==> config.mk <==
export PLATFORM = sky130hd
export DESIGN_NAME = vma412_sequencer
export DESIGN_NICKNAME = d
export VERILOG_FILES = /design/src/rtl/vma412_pkg.sv /design/src/rtl/vma412_bus_writer.sv /design/src/rtl/vma412_sequencer.sv
export SDC_FILE = /design/constraint.sdc
export NUM_CORES = 1
export LEC_CHECK = 0
export BUFFER_PORTS_ARGS = -buffer_cell sky130_fd_sc_hd__buf_2
export CAP_MARGIN = 30
export CELL_PAD_IN_SITES_DETAIL_PLACEMENT = 1
export CELL_PAD_IN_SITES_GLOBAL_PLACEMENT = 1
export CORE_MARGIN = 1.5
export CORE_UTILIZATION = 43
export CTS_BUF_LIST = sky130_fd_sc_hd__clkbuf_4
export DETAILED_ROUTE_END_ITERATION = 12
export HOLD_SLACK_MARGIN = 0.05
export PLACE_DENSITY = 0.77
export SLEW_MARGIN = 10
export SYNTH_ARGS = -nofsm -noshare
export SYNTH_HDL_FRONTEND = slang
export SYNTH_HIERARCHICAL = 1
export SYNTH_SLANG_ARGS = --single-unit
==> constraint.sdc <==
create_clock -name CLOCK_50 -period 2.2 [get_ports CLOCK_50]
set_input_delay 0.33 -clock CLOCK_50 [delete_from_list [all_inputs] [get_ports CLOCK_50]]
set_output_delay 0.33 -clock CLOCK_50 [all_outputs]
set_load 0.02 [all_outputs]
==> src/rtl/vma412_pkg.sv <==
// Shared types and the ILI9341 power-up list for the VMA412 8080-style panel sequencer.
package vma412_pkg;

   typedef enum logic [2:0] {
      ST_RST_LO,
      ST_RST_WAIT,
      ST_INIT,
      ST_INIT_DLY,
      ST_READY
   } seq_state_t;

   typedef enum logic [1:0] {
      WR_IDLE,
      WR_LOW,
      WR_HIGH
   } wr_state_t;

   typedef struct packed {
      logic       dly;
      logic       dc;
      logic [7:0] data;
   } init_entry_t;

   localparam int INIT_LEN = 7;
   localparam int IDX_W    = $clog2(INIT_LEN);

   function automatic int unsigned max2(input int unsigned a, input int unsigned b);
      return (a > b) ? a : b;
   endfunction

   // dly=1 entries need the controller's settle time before the next byte.
   function automatic init_entry_t init_rom(input logic [IDX_W-1:0] idx);
      case (idx)
         IDX_W'(0): return '{dly: 1'b1, dc: 1'b0, data: 8'h01};  // SWRESET
         IDX_W'(1): return '{dly: 1'b1, dc: 1'b0, data: 8'h11};  // SLPOUT
         IDX_W'(2): return '{dly: 1'b0, dc: 1'b0, data: 8'h3A};  // COLMOD
         IDX_W'(3): return '{dly: 1'b0, dc: 1'b1, data: 8'h55};  // 16 bpp
         IDX_W'(4): return '{dly: 1'b0, dc: 1'b0, data: 8'h36};  // MADCTL
         IDX_W'(5): return '{dly: 1'b0, dc: 1'b1, data: 8'h48};
         default:   return '{dly: 1'b0, dc: 1'b0, data: 8'h29};  // DISPON
      endcase
   endfunction

endpackage

==> src/rtl/vma412_bus_writer.sv <==
// One-byte 8080 write strobe: wrx low for WR_LOW_CYC, high for WR_HIGH_CYC, bus held stable.
module vma412_bus_writer
   import vma412_pkg::*;
#(
   parameter int unsigned WR_LOW_CYC  = 2,
   parameter int unsigned WR_HIGH_CYC = 2
) (
   input  logic       clk,
   input  logic       rst_n,
   input  logic       start,
   input  logic       dc,
   input  logic [7:0] data,
   output logic       avail,
   output logic       done,
   output logic       idle,
   output logic       wrx,
   output logic       dcx,
   output logic [7:0] lcd_d
);

   // Handshake: start is consumed on any cycle avail is high (idle, or the
   // final wrx-high cycle so writes chain with no dead cycle); done marks that
   // final cycle of the current write.
   localparam int CW = $clog2(max2(WR_LOW_CYC, WR_HIGH_CYC) + 1);
   localparam logic [CW-1:0] LOW_LAST  = CW'(WR_LOW_CYC - 1);
   localparam logic [CW-1:0] HIGH_LAST = CW'(WR_HIGH_CYC - 1);

   wr_state_t     state;
   logic [CW-1:0] cnt;
   logic          last_high;

   assign last_high = (state == WR_HIGH) && (cnt == HIGH_LAST);
   assign avail     = (state == WR_IDLE) || last_high;
   assign done      = last_high;
   assign idle      = (state == WR_IDLE);

   always_ff @(posedge clk or negedge rst_n) begin
      if (!rst_n) begin
         state <= WR_IDLE;
         cnt   <= '0;
         wrx   <= 1'b1;
         dcx   <= 1'b1;
         lcd_d <= 8'h00;
      end else begin
         case (state)
            WR_IDLE: begin
               if (start) begin
                  state <= WR_LOW;
                  cnt   <= '0;
                  wrx   <= 1'b0;
                  dcx   <= dc;
                  lcd_d <= data;
               end
            end
            WR_LOW: begin
               if (cnt == LOW_LAST) begin
                  state <= WR_HIGH;
                  cnt   <= '0;
                  wrx   <= 1'b1;
               end else begin
                  cnt <= cnt + CW'(1);
               end
            end
            WR_HIGH: begin
               if (cnt == HIGH_LAST) begin
                  cnt <= '0;
                  if (start) begin
                     state <= WR_LOW;
                     wrx   <= 1'b0;
                     dcx   <= dc;
                     lcd_d <= data;
                  end else begin
                     state <= WR_IDLE;
                  end
               end else begin
                  cnt <= cnt + CW'(1);
               end
            end
            default: begin
               state <= WR_IDLE;
               cnt   <= '0;
               wrx   <= 1'b1;
            end
         endcase
      end
   end

endmodule

==> src/rtl/vma412_sequencer.sv <==
// VMA412 (ILI9341) panel sequencer: hardware reset, init list playback, then host byte pass-through.
module vma412_sequencer
   import vma412_pkg::*;
#(
   parameter int unsigned RST_LOW_CYC  = 500,
   parameter int unsigned RST_WAIT_CYC = 6_000_000,
   parameter int unsigned DLY_CYC      = 6_000_000,
   parameter int unsigned WR_LOW_CYC   = 2,
   parameter int unsigned WR_HIGH_CYC  = 2
) (
   input  logic       CLOCK_50,
   input  logic       KEY0,
   input  logic       cmd_valid,
   output logic       cmd_ready,
   input  logic       cmd_dc,
   input  logic [7:0] cmd_data,
   output logic       init_done,
   output logic       busy,
   output logic       csx,
   output logic       resx,
   output logic       dcx,
   output logic       wrx,
   output logic       rdx,
   output logic [7:0] lcd_d
);

   localparam int unsigned CNT_MAX = max2(max2(RST_LOW_CYC, RST_WAIT_CYC), DLY_CYC);
   localparam int CW = $clog2(CNT_MAX + 1);
   localparam logic [CW-1:0]    LO_LAST   = CW'(RST_LOW_CYC - 1);
   localparam logic [CW-1:0]    WAIT_LAST = CW'(RST_WAIT_CYC - 1);
   localparam logic [CW-1:0]    DLY_LAST  = CW'(DLY_CYC - 1);
   localparam logic [IDX_W-1:0] IDX_LAST  = IDX_W'(INIT_LEN - 1);

   seq_state_t       state;
   logic [CW-1:0]    cnt;
   logic [IDX_W-1:0] idx;
   logic             issued;
   init_entry_t      entry;

   logic       wr_start, wr_dc, wr_avail, wr_done, wr_idle;
   logic [7:0] wr_data;

   assign entry     = init_rom(idx);
   assign cmd_ready = (state == ST_READY) && wr_avail;
   assign busy      = (state != ST_READY) || !wr_idle;
   assign rdx       = 1'b1;

   // The writer is shared: INIT feeds it from the ROM, READY from the host.
   always_comb begin
      wr_start = 1'b0;
      wr_dc    = cmd_dc;
      wr_data  = cmd_data;
      case (state)
         ST_INIT: begin
            wr_start = !issued && wr_avail;
            wr_dc    = entry.dc;
            wr_data  = entry.data;
         end
         ST_READY: wr_start = cmd_valid && wr_avail;
         default:  wr_start = 1'b0;
      endcase
   end

   always_ff @(posedge CLOCK_50 or negedge KEY0) begin
      if (!KEY0) begin
         state     <= ST_RST_LO;
         cnt       <= '0;
         idx       <= '0;
         issued    <= 1'b0;
         init_done <= 1'b0;
         csx       <= 1'b1;
         resx      <= 1'b0;
      end else begin
         case (state)
            ST_RST_LO: begin
               if (cnt == LO_LAST) begin
                  state <= ST_RST_WAIT;
                  cnt   <= '0;
                  resx  <= 1'b1;
               end else begin
                  cnt <= cnt + CW'(1);
               end
            end
            ST_RST_WAIT: begin
               if (cnt == WAIT_LAST) begin
                  state  <= ST_INIT;
                  cnt    <= '0;
                  idx    <= '0;
                  issued <= 1'b0;
                  csx    <= 1'b0;
               end else begin
                  cnt <= cnt + CW'(1);
               end
            end
            ST_INIT: begin
               if (wr_start) begin
                  issued <= 1'b1;
               end else if (issued && wr_done) begin
                  issued <= 1'b0;
                  if (entry.dly) begin
                     state <= ST_INIT_DLY;
                     cnt   <= '0;
                  end else if (idx == IDX_LAST) begin
                     state     <= ST_READY;
                     init_done <= 1'b1;
                  end else begin
                     idx <= idx + IDX_W'(1);
                  end
               end
            end
            ST_INIT_DLY: begin
               if (cnt == DLY_LAST) begin
                  cnt <= '0;
                  if (idx == IDX_LAST) begin
                     state     <= ST_READY;
                     init_done <= 1'b1;
                  end else begin
                     state <= ST_INIT;
                     idx   <= idx + IDX_W'(1);
                  end
               end else begin
                  cnt <= cnt + CW'(1);
               end
            end
            ST_READY: state <= ST_READY;
            default: begin
               state <= ST_RST_LO;
               cnt   <= '0;
               csx   <= 1'b1;
               resx  <= 1'b0;
            end
         endcase
      end
   end

   vma412_bus_writer #(
      .WR_LOW_CYC (WR_LOW_CYC),
      .WR_HIGH_CYC(WR_HIGH_CYC)
   ) u_writer (
      .clk  (CLOCK_50),
      .rst_n(KEY0),
      .start(wr_start),
      .dc   (wr_dc),
      .data (wr_data),
      .avail(wr_avail),
      .done (wr_done),
      .idle (wr_idle),
      .wrx  (wrx),
      .dcx  (dcx),
      .lcd_d(lcd_d)
   );

endmodule

== Word level (Yosys, flattened, before mapping) ==
Index checks and enable logic that the tools add are counted.
Cells by class
  bitwise gates (word level): 3
  reduce and logical (&&, ||, !) cells: 30
  equal/unequal tests: 28
  $add $sub $neg: 3
  muxes and demuxes: 57
Operator list (number)
  $mux 23: 5
  $pmux 23 s4: 1
  $pmux 10 s6: 1
  $mux 3: 14
  $mux 8: 3
  $add 23x1->23 const B: 1
  $eq 23x23->1 const B: 1
  $eq 23x9->1 const B: 1
  $mux 1: 16
  $ne 2x2->1 const B: 8
  $pmux 8 s2: 1
  $pmux 3 s5: 1
  $eq 3x2->1 const B: 4
  $eq 3x3->1 const B: 4
  $pmux 1 s2: 6
  $reduce_and 6->1: 2
  $mux 2: 5
  $pmux 3 s3: 1
  $reduce_and 2->1: 4
  $reduce_or 4->1: 2
  $eq 3x1->1 const B: 2
  $logic_not 3->1: 2
  $ne 3x3->1 const B: 2
  $pmux 2 s3: 1
  other kinds (19): 33
Storage, ports and cells
  register bits after elaboration: 47

== Logic depth before layout (Yosys ltp) ==
Gate-level depths: netlist (run 1).
  depth after elaboration: 8
  mapped depth: 10
  mapped depth without buffers: 9

== Hierarchy ==
Netlist (run 1), hierarchy kept.
By module, submodules not included
  vma412_sequencer: seq. area each 827.0 um^2, cells each 254, times used 1, area each 2247.2 um^2
  vma412_bus_writer: seq. area each 352.8 um^2, cells each 50, times used 1, area each 709.4 um^2

== Worst setup path before layout (run 1) ==
Ideal clock, no wire load.
  path kind: register -> register
  start point: reg u_writer.state[0]
  end point: reg cnt[22] (netlist name)
  period minus slack after synthesis: 2.192 ns
  library setup time: 0.119 ns
  slack: 0.008 ns
  arrival time: 2.073 ns
  cell stages (with the launch flop): 11
  path buffers: 2
  cells stage by stage: dfrtp_1 > inv_1 > ha_1 > inv_1 > nor3_1 > nand2_1 > o311a_1 > buf_6 > nor3_4 > buf_4 > nor2_1
RTL lines
  start, declared: line vma412_bus_writer.sv:28  | wr_state_t state;
  start signal, assigned: line vma412_bus_writer.sv:39  | state <= WR_IDLE;
  start signal, assigned: line vma412_bus_writer.sv:48  | state <= WR_LOW;
  start signal, assigned: line vma412_bus_writer.sv:57  | state <= WR_HIGH;

==> impl_summary.log, run 1 <==
[metrics] status: completed
[metrics] worst-path fanout max: 6
[metrics] power share of the combinational group: 0.031
[metrics] achievable frequency: 461 MHz
[metrics] Arr. time, crit path: 2.44 ns
[metrics] first-pass GRT wire length: 12,200 µm
[metrics] per-instance average area after synthesis: 9.73 µm²
[metrics] fin nets: 377
[metrics] data required time at the worst endpoint: 2.47 ns
[metrics] antenna viol nets, final: 0
[metrics] Detailed Place HPWL: 5600 µm
[metrics] launch instance of the worst min-delay path: cmd_data[6]
[metrics] slowest stage cell on the critical path: o311a_4
[metrics] total global routing overflow: 0
[metrics] master cell of the clock root buffer: clkbuf_4
[metrics] sequential share of the synthesized area: 0.399
[metrics] number of buffers created by CTS: 5
[metrics] area of the multi-input gates: 0.00181 mm²
[metrics] share of the clock period used by the worst path: 0.987
[metrics] sink of the worst hold path: u_writer/lcd_d[6]
[metrics] First DRT Iteration DRCs: 97
[metrics] buffering stage count on the worst path with inverters included: 4
[metrics] WL/cell: 18.4 µm
[metrics] count of pins on the block boundary: 28
[metrics] setup slack of the worst register-to-register path: 0.03 ns
[metrics] routed via count divided by cell count: 5.63
[metrics] worst slew pin tran: 0.495 ns
[metrics] clock tree skew after final layout: 0.0230 ns
[metrics] starting density of the core: 0.440
[metrics] Floorplan Core Area: 0.00672 mm²
[metrics] worst hold path type: input pin to flip-flop
[metrics] final antenna diode count: 0
[metrics] Flop pwr share: 0.651
[metrics] clock transition time at the flip-flop clock pins of the worst setup and hold paths: 0.15 ns
[metrics] ratio of cells with drive above 1 in the final layout: 0.321
[metrics] dominant delay contributor by cell family on the critical path: simple AND/OR/NAND/NOR gates
[metrics] overall power of the completed layout: 1.33 mW
[metrics] vias post-DR: 2,451
[metrics] floorplan die area: 0.00738 mm²
[metrics] number of synthesized flops with an enable pin: 0
[metrics] Reg-to-Reg Start: u_writer/state[0]
[metrics] endpoints failing hold: 0
[metrics] Hold Worst Slack: 0.278 ns
[metrics] Critical path origin: u_writer/state[0]
[metrics] weighted congestion at the end of routability-driven global placement: 0.810
[metrics] Reg area: 0.00118 mm²
[metrics] setup repair after global routing missed its margin: true
[metrics] final standard cell utilization of the core: 0.535
[metrics] GRT Total Usage: 0.210
[metrics] sort of element at the start of the critical path: flip-flop
[metrics] post-synthesis cell count: 304
[metrics] ratio of total power to cell area: 370 mW/mm²
[metrics] cell internal pwr: 1.01 mW
[metrics] Worst Setup Path Type: flip-flop to flip-flop
[metrics] Buffers on Ports: 26
[metrics] number of global-route vias before repair: 2,425
[metrics] maximum single-stage delay on the critical path: 0.43 ns
[metrics] Psw: 0.316 mW
[metrics] synthesis-to-layout area growth: 21.6%
[metrics] Reg2Reg Capture Point: cnt[11]
[metrics] largest voltage drop on the vdd net: 0.184 mV
[metrics] first-pass iteration count of the detailed router: 4
[metrics] Critical Path, Cell by Cell: inv_2 > ha_4 > inv_4 > nor3_4 > nand2_2 > o311a_4 > buf_12 > nor3_4 > buf_6 > nor2_2
[metrics] cell leakage power: 1.55 nW
[metrics] proportion of netlist area held by the largest area contributor: 0.372
[metrics] final worst path period need: 2.17 ns
[metrics] Syn Nets: 327
[metrics] Final Max Slew Viols: 0
[metrics] depth of the most critical reg-to-reg path: 10
[metrics] total wirelength of the detailed-routed design: 8020 µm
[metrics] maximum clock insertion buffer count: 2
[metrics] total DRC errors in the routed layout: 0
[metrics] std cell rows: 30
[metrics] initial antenna violation count: 0
[metrics] H-Tree Depth: 2
[metrics] number of warnings printed during yosys synthesis: 6
[metrics] Die Width: 85.9 µm
[metrics] Most Frequent Cell on Critical Path: nor3_4
[metrics] clock power share: 0.318
[metrics] worst skew pair latency: 0.38 ns
[metrics] primary flip-flop cell chosen by synthesis mapping: dfrtp_1
[metrics] synth top area cells: dfrtp_1, nor2_1, ha_1
[metrics] total setup violations reported at the end of the flow: 0
[metrics] relative slew slack: 0.669
[metrics] Filler cells: 761
[metrics] area of the mapped netlist: 0.00296 mm²
[metrics] cell taking the most area after synthesis: dfrtp_1
[metrics] max-cap violations: 0
[metrics] number of instances on the worst hold path: 4
[metrics] Num Clock Sinks: 47
[metrics] clock tree from TritonCTS: yes
[metrics] fraction of synthesis flops using an asynchronous set or reset pin: 1.00
[metrics] Sw Share: 0.238
[metrics] y dimension of the die: 85.9 µm
[metrics] crit path capture type: flip-flop
[metrics] number of synthesized register bits: 47
[metrics] largest net degree at the start of global routing: 22
[metrics] Distinct cells, synth: 60
worst min-delay path, stage by stage:
cell     delay (ns)
buf_2          0.08
nand2_1        0.04
nand2_1        0.06
mux2_4         0.13
synth_stat cells, drive strengths merged (3+ instances only):
master	count
dfrtp	44
nor2	40
nand2	30
nor3	18
a21oi	17
xnor2	15
mux2	13
ha	11
inv	10
o21ai	9
nand3	7
buf	6
nand4	6
nor4	6
nor4b	6
clkbuf	5
or3	5
mux2i	4
nor2b	4
xor2	4
a31oi	3
dfstp	3
nand2b	3
nor3b	3
metal layers:
metal | share of wire | up-vias | wire [µm] | track usage
li1 | - | 1178 | - | -
met1 | 0.46 | 1217 | 3670 | 0.271
met2 | 0.49 | 45 | 3900 | 0.359
met3 | 0.039 | 11 | 312 | 0.0395
met4 | 0.016 | 0 | 131 | 0.0587
met5 | 0 | - | 0 | 0
cell type report:
| class | instances | area share |
|---|---|---|
| timing repair buffer | 54 | 0.113 |
| sequential | 47 | 0.329 |
| inverter | 10 | 0.0111 |
| multi-input combinational | 236 | 0.505 |
| tap | 80 | 0.0278 |
| clock inverter | 2 | 0.00244 |
| clock buffer | 6 | 0.0125 |
sequential cells by signal (all words and copies together), names as in the netlist, 2 cells and up:
register,cells
state,3
u_writer/lcd_d,8
cnt,23
u_writer/cnt,2
idx,3
u_writer/state,2
cell usage in the layout, fill, tap and decap left out, drive strengths merged, types with 2 or more instances in the layout:
cell type,count
xnor2,15
xor2,4
inv,10
ha,11
nor2b,4
or3,5
mux2i,4
o31ai,2
clkinv,2
o21ai,9
or2,2
and2,2
mux2,13
nand2b,3
a22o,2
a31oi,3
nor3,18
clkbuf,8
nor4b,6
and4,2
nand2,30
nor4,6
o21bai,2
buf,51
a31o,2
dfstp,3
nand3,7
nor2,40
nand4,6
dfrtp,44
nor3b,3
a21oi,17
per-stage QoR:
step	instances	setup slack [ns]	TNS [ns]	area, µm²
3_5_place_dp	418	-0.126	-1.28	3280
5_1_grt	435	-0.0509	-0.500	3590
3_3_place_gp	418	0.0132	0	3280
4_1_cts	427	0.00766	0	3370
2_1_floorplan	304	0.00788	0	2960
6_report	435	0.0295	0	3590
power by group through the flow:
stage          combinational [mW]  sequential (mW)  clock (mW)
2_1_floorplan              0.0104            0.881           0
3_3_place_gp               0.0400            0.880           0
3_5_place_dp               0.0417            0.880           0
4_1_cts                    0.0434            0.864       0.443
5_1_grt                    0.0471            0.865       0.476
6_report                   0.0411            0.864       0.423
logic make-up (layout without fill, tap and decap cells):
family	after synthesis	count (layout)	synth area share
simple gates	137	137	0.268
compound gates	51	51	0.119
flops	47	47	0.399
buf+inv	21	72	0.0351
xor+xnor	19	19	0.0563
mux	17	17	0.0745
fa+ha+maj	11	11	0.0466
other cells	1	1	0.00127
how the worst max path moves through the flow:
stage,endpoint,slack [ns],depth (start not counted)
after floorplan,cnt[22],0.008,10
after global placement,idx[0],0.01,7
after detailed placement,u_writer/lcd_d[6],-0.13,8
after CTS,cnt[9],0.008,8
after global routing,state[2],-0.05,5
final,cnt[11],0.03,10
repair_timing:
item	4_1_cts	5_1_grt
gates resized for setup	5	29
endpoints found under the setup margin	30	29
pin swaps	0	11
hold buffers	1	0
setup buffers	0	5
gates cloned	0	3
hold endpoints to repair	17	0
Note: power is estimated with default switching activity, not from simulation.
==> run 2: changes to the inputs <==
Settings changed: CORE_UTILIZATION 43 to 52, PLACE_DENSITY 0.77 to 0.87.
Clock period 2.2 ns to 2.6 ns, I/O delays scaled along.
==> run 2 against run 1 <==
Effect of this change:
- combinational power is 16% lower
- worst setup slack better by 0.062 ns
- sequential cell count stayed put
- clock skew is 0.015 ns lower
- clock power is 5.0% higher
- hold slack better by 0.076 ns
- first-iteration DRC count is 15% lower
- global-route usage is 5.1 points higher
- critical path depth stayed put
- highest routed layer unchanged
==> impl_summary.log, run 2 (synthesis results as in run 1) <==
[metrics] status: completed
[metrics] Hold Worst Slack: 0.354 ns (+0.0762 ns)
[metrics] relative slew slack: 0.596 (-0.0723)
[metrics] number of global-route vias before repair: 2,527 (+4.2%)
[metrics] crit path capture type: flip-flop
[metrics] largest net degree at the start of global routing: 26 (+18%)
[metrics] Worst Setup Path Type: flip-flop to flip-flop
[metrics] antenna viol nets, final: 0 (unchanged)
[metrics] ratio of cells with drive above 1 in the final layout: 0.236 (-0.0851)
[metrics] data required time at the worst endpoint: 2.86 ns (+0.39 ns)
[metrics] final worst path period need: 2.51 ns (+0.338 ns)
[metrics] sort of element at the start of the critical path: flip-flop
[metrics] max-cap violations: 0 (unchanged)
[metrics] First DRT Iteration DRCs: 82 (-15%)
[metrics] first-pass GRT wire length: 12,600 µm (+3.0%)
[metrics] setup slack of the worst register-to-register path: 0.09 ns (+0.06 ns)
[metrics] worst-path fanout max: 20 (+14)
[metrics] cell leakage power: 1.45 nW (-6.1%)
[metrics] Die Width: 78.4 µm (-8.7%)
[metrics] routed via count divided by cell count: 5.90 (+4.7%)
[metrics] Reg-to-Reg Start: u_writer/state[0]
[metrics] total wirelength of the detailed-routed design: 7520 µm (-6.2%)
[metrics] maximum clock insertion buffer count: 2 (unchanged)
[metrics] vias post-DR: 2,424 (-1.1%)
[metrics] synthesis-to-layout area growth: 11.9%
[metrics] Detailed Place HPWL: 5720 µm (+2.0%)
[metrics] floorplan die area: 0.00615 mm² (-17%)
[metrics] max reg flops: 23 (unchanged)
[metrics] clock tree skew after final layout: 0.00779 ns (-0.0152 ns)
[metrics] slowest stage cell on the critical path: dfrtp_1
[metrics] initial antenna violation count: 0 (unchanged)
[metrics] Reg area: 0.00118 mm² (-0.11%)
[metrics] Critical Path, Cell by Cell: inv_1 > ha_1 > inv_1 > nor3_1 > nand2_1 > o311a_1 > buf_12 > nor3_4 > buf_12 > nor2_1
[metrics] Final Max Slew Viols: 0 (unchanged)
[metrics] WL/cell: 18.3 µm (-0.71%)
[metrics] fin nets: 361 (-4.2%)
[metrics] most common library cell in the layout ignoring fill and taps: dfrtp_1
[metrics] Floorplan Core Area: 0.00551 mm² (-18%)
[metrics] GRT Total Usage: 0.261 (+0.0514)
[metrics] number of setup buffers added after CTS: 0 (unchanged)
[metrics] share of the clock period used by the worst path: 0.965 (-0.0218)
[metrics] first-pass iteration count of the detailed router: 4 (unchanged)
[metrics] weighted congestion at the end of routability-driven global placement: 0.803 (-0.80%)
[metrics] clock transition time at the flip-flop clock pins of the worst setup and hold paths: 0.14 ns (about the same)
[metrics] clock tree from TritonCTS: yes
[metrics] largest voltage drop on the vdd net: 0.203 mV (+11%)
[metrics] number of instances on the worst hold path: 4 (unchanged)
[metrics] y dimension of the die: 78.4 µm (-8.7%)
[metrics] total DRC errors in the routed layout: 0 (unchanged)
[metrics] count of pins on the block boundary: 28 (unchanged)
[metrics] Arr. time, crit path: 2.77 ns (+0.33 ns)
[metrics] endpoints failing hold: 0 (unchanged)
[metrics] Reg2Reg Capture Point: cnt[18]
[metrics] final standard cell utilization of the core: 0.601 (+0.0660)
[metrics] worst slew pin tran: 0.597 ns (+0.102 ns)
[metrics] worst skew pair latency: 0.36 ns (-0.02 ns)
[metrics] sink of the worst hold path: u_writer/dcx
[metrics] final antenna diode count: 0 (unchanged)
[metrics] maximum single-stage delay on the critical path: 0.44 ns (about the same)
[metrics] master cell of the clock root buffer: clkbuf_4
[metrics] most frequent cells in the layout: dfrtp_1, nor2_1, nand2_1
[metrics] Biggest register: cnt
[metrics] Filler cells: 644 (-15%)
[metrics] total setup violations reported at the end of the flow: 0 (unchanged)
[metrics] ratio of total power to cell area: 366 mW/mm² (-1.1%)
[metrics] Buffers on Ports: 26 (unchanged)
[metrics] leading registers by flop count: cnt (23), u_writer/lcd_d (8)
[metrics] number of buffers created by CTS: 5 (unchanged)
[metrics] depth of the most critical reg-to-reg path: 10 (unchanged)
[metrics] launch instance of the worst min-delay path: cmd_dc
[metrics] achievable frequency: 399 MHz (-13%)
[metrics] worst hold path type: input pin to flip-flop
[metrics] total global routing overflow: 0 (unchanged)
[metrics] std cell rows: 27 (-10%)
[metrics] area of the multi-input gates: 0.00168 mm² (-7.5%)
[metrics] starting density of the core: 0.537 (+0.0969)
[metrics] Num Clock Sinks: 47 (unchanged)
[metrics] H-Tree Depth: 2 (unchanged)
[run 2: power by group]
group	internal [mW]	switching (mW)
registers	0.731	0
logic	0.0117	0.0228
clock network	0.198	0.246
[run 2: worst max-delay path by stage]
stage                                   end  cells past startpoint  slack (ns)              start
after floorplan                      cnt[9]                     10        0.41  u_writer/state[0]
after global placement    u_writer/lcd_d[3]                      8        0.34  u_writer/state[0]
after detailed placement            cnt[13]                     10        0.23  u_writer/state[0]
after CTS                           cnt[18]                     10        0.18  u_writer/state[0]
after global routing                cnt[15]                     10       -0.04  u_writer/state[0]
final                               cnt[18]                     10        0.09  u_writer/state[0]
[run 2: per-layer routing]
layer,part of all wire,track usage
met2,0.50,0.438
met5,0,0
met3,0.024,0.0477
met4,0.010,0.0643
met1,0.47,0.350
[run 2: stage by stage]
| stage | setup WS, ns | std cells | cell area [µm²] | TNS [ns] | total power [mW] |
|---|---|---|---|---|---|
| 2_1_floorplan | 0.408 | 304 | 2960 | 0 | 0.754 |
| 6_report | 0.0916 | 411 | 3310 | 0 | 1.21 |
| 3_3_place_gp | 0.343 | 402 | 3220 | 0 | 0.777 |
| 5_1_grt | -0.0398 | 411 | 3310 | -0.436 | 1.25 |
| 4_1_cts | 0.181 | 411 | 3300 | 0 | 1.22 |
| 3_5_place_dp | 0.230 | 402 | 3220 | 0 | 0.779 |
[run 2: what timing repair did]
| item | 4_1_cts | 5_1_grt |
|---|---|---|
| resized for setup | 0 | 1 |
| endpoints found under the setup margin | 0 | 7 |
| hold endpoints to repair | 22 | 0 |
| hold buffers | 1 | 0 |
[run 2: worst max-delay path, delay by kind of cell (launching register included)]
family | cells | cell delay [ns]
adder cells (fa/ha/maj) | 1 | 0.20
AND/OR/NAND/NOR | 4 | 0.84
buffers and inverters | 4 | 0.56
flip-flops | 1 | 0.44
AO/OA/AOI/OAI | 1 | 0.35
[run 2: layout make-up]
cell class | instances | area share
flip-flops and latches | 47 | 0.357
clock inverters | 3 | 0.0117
clock buffers | 5 | 0.0113
well taps | 72 | 0.0272
repair buffers | 38 | 0.0749
multi-input cells | 236 | 0.507
inverters | 10 | 0.0113
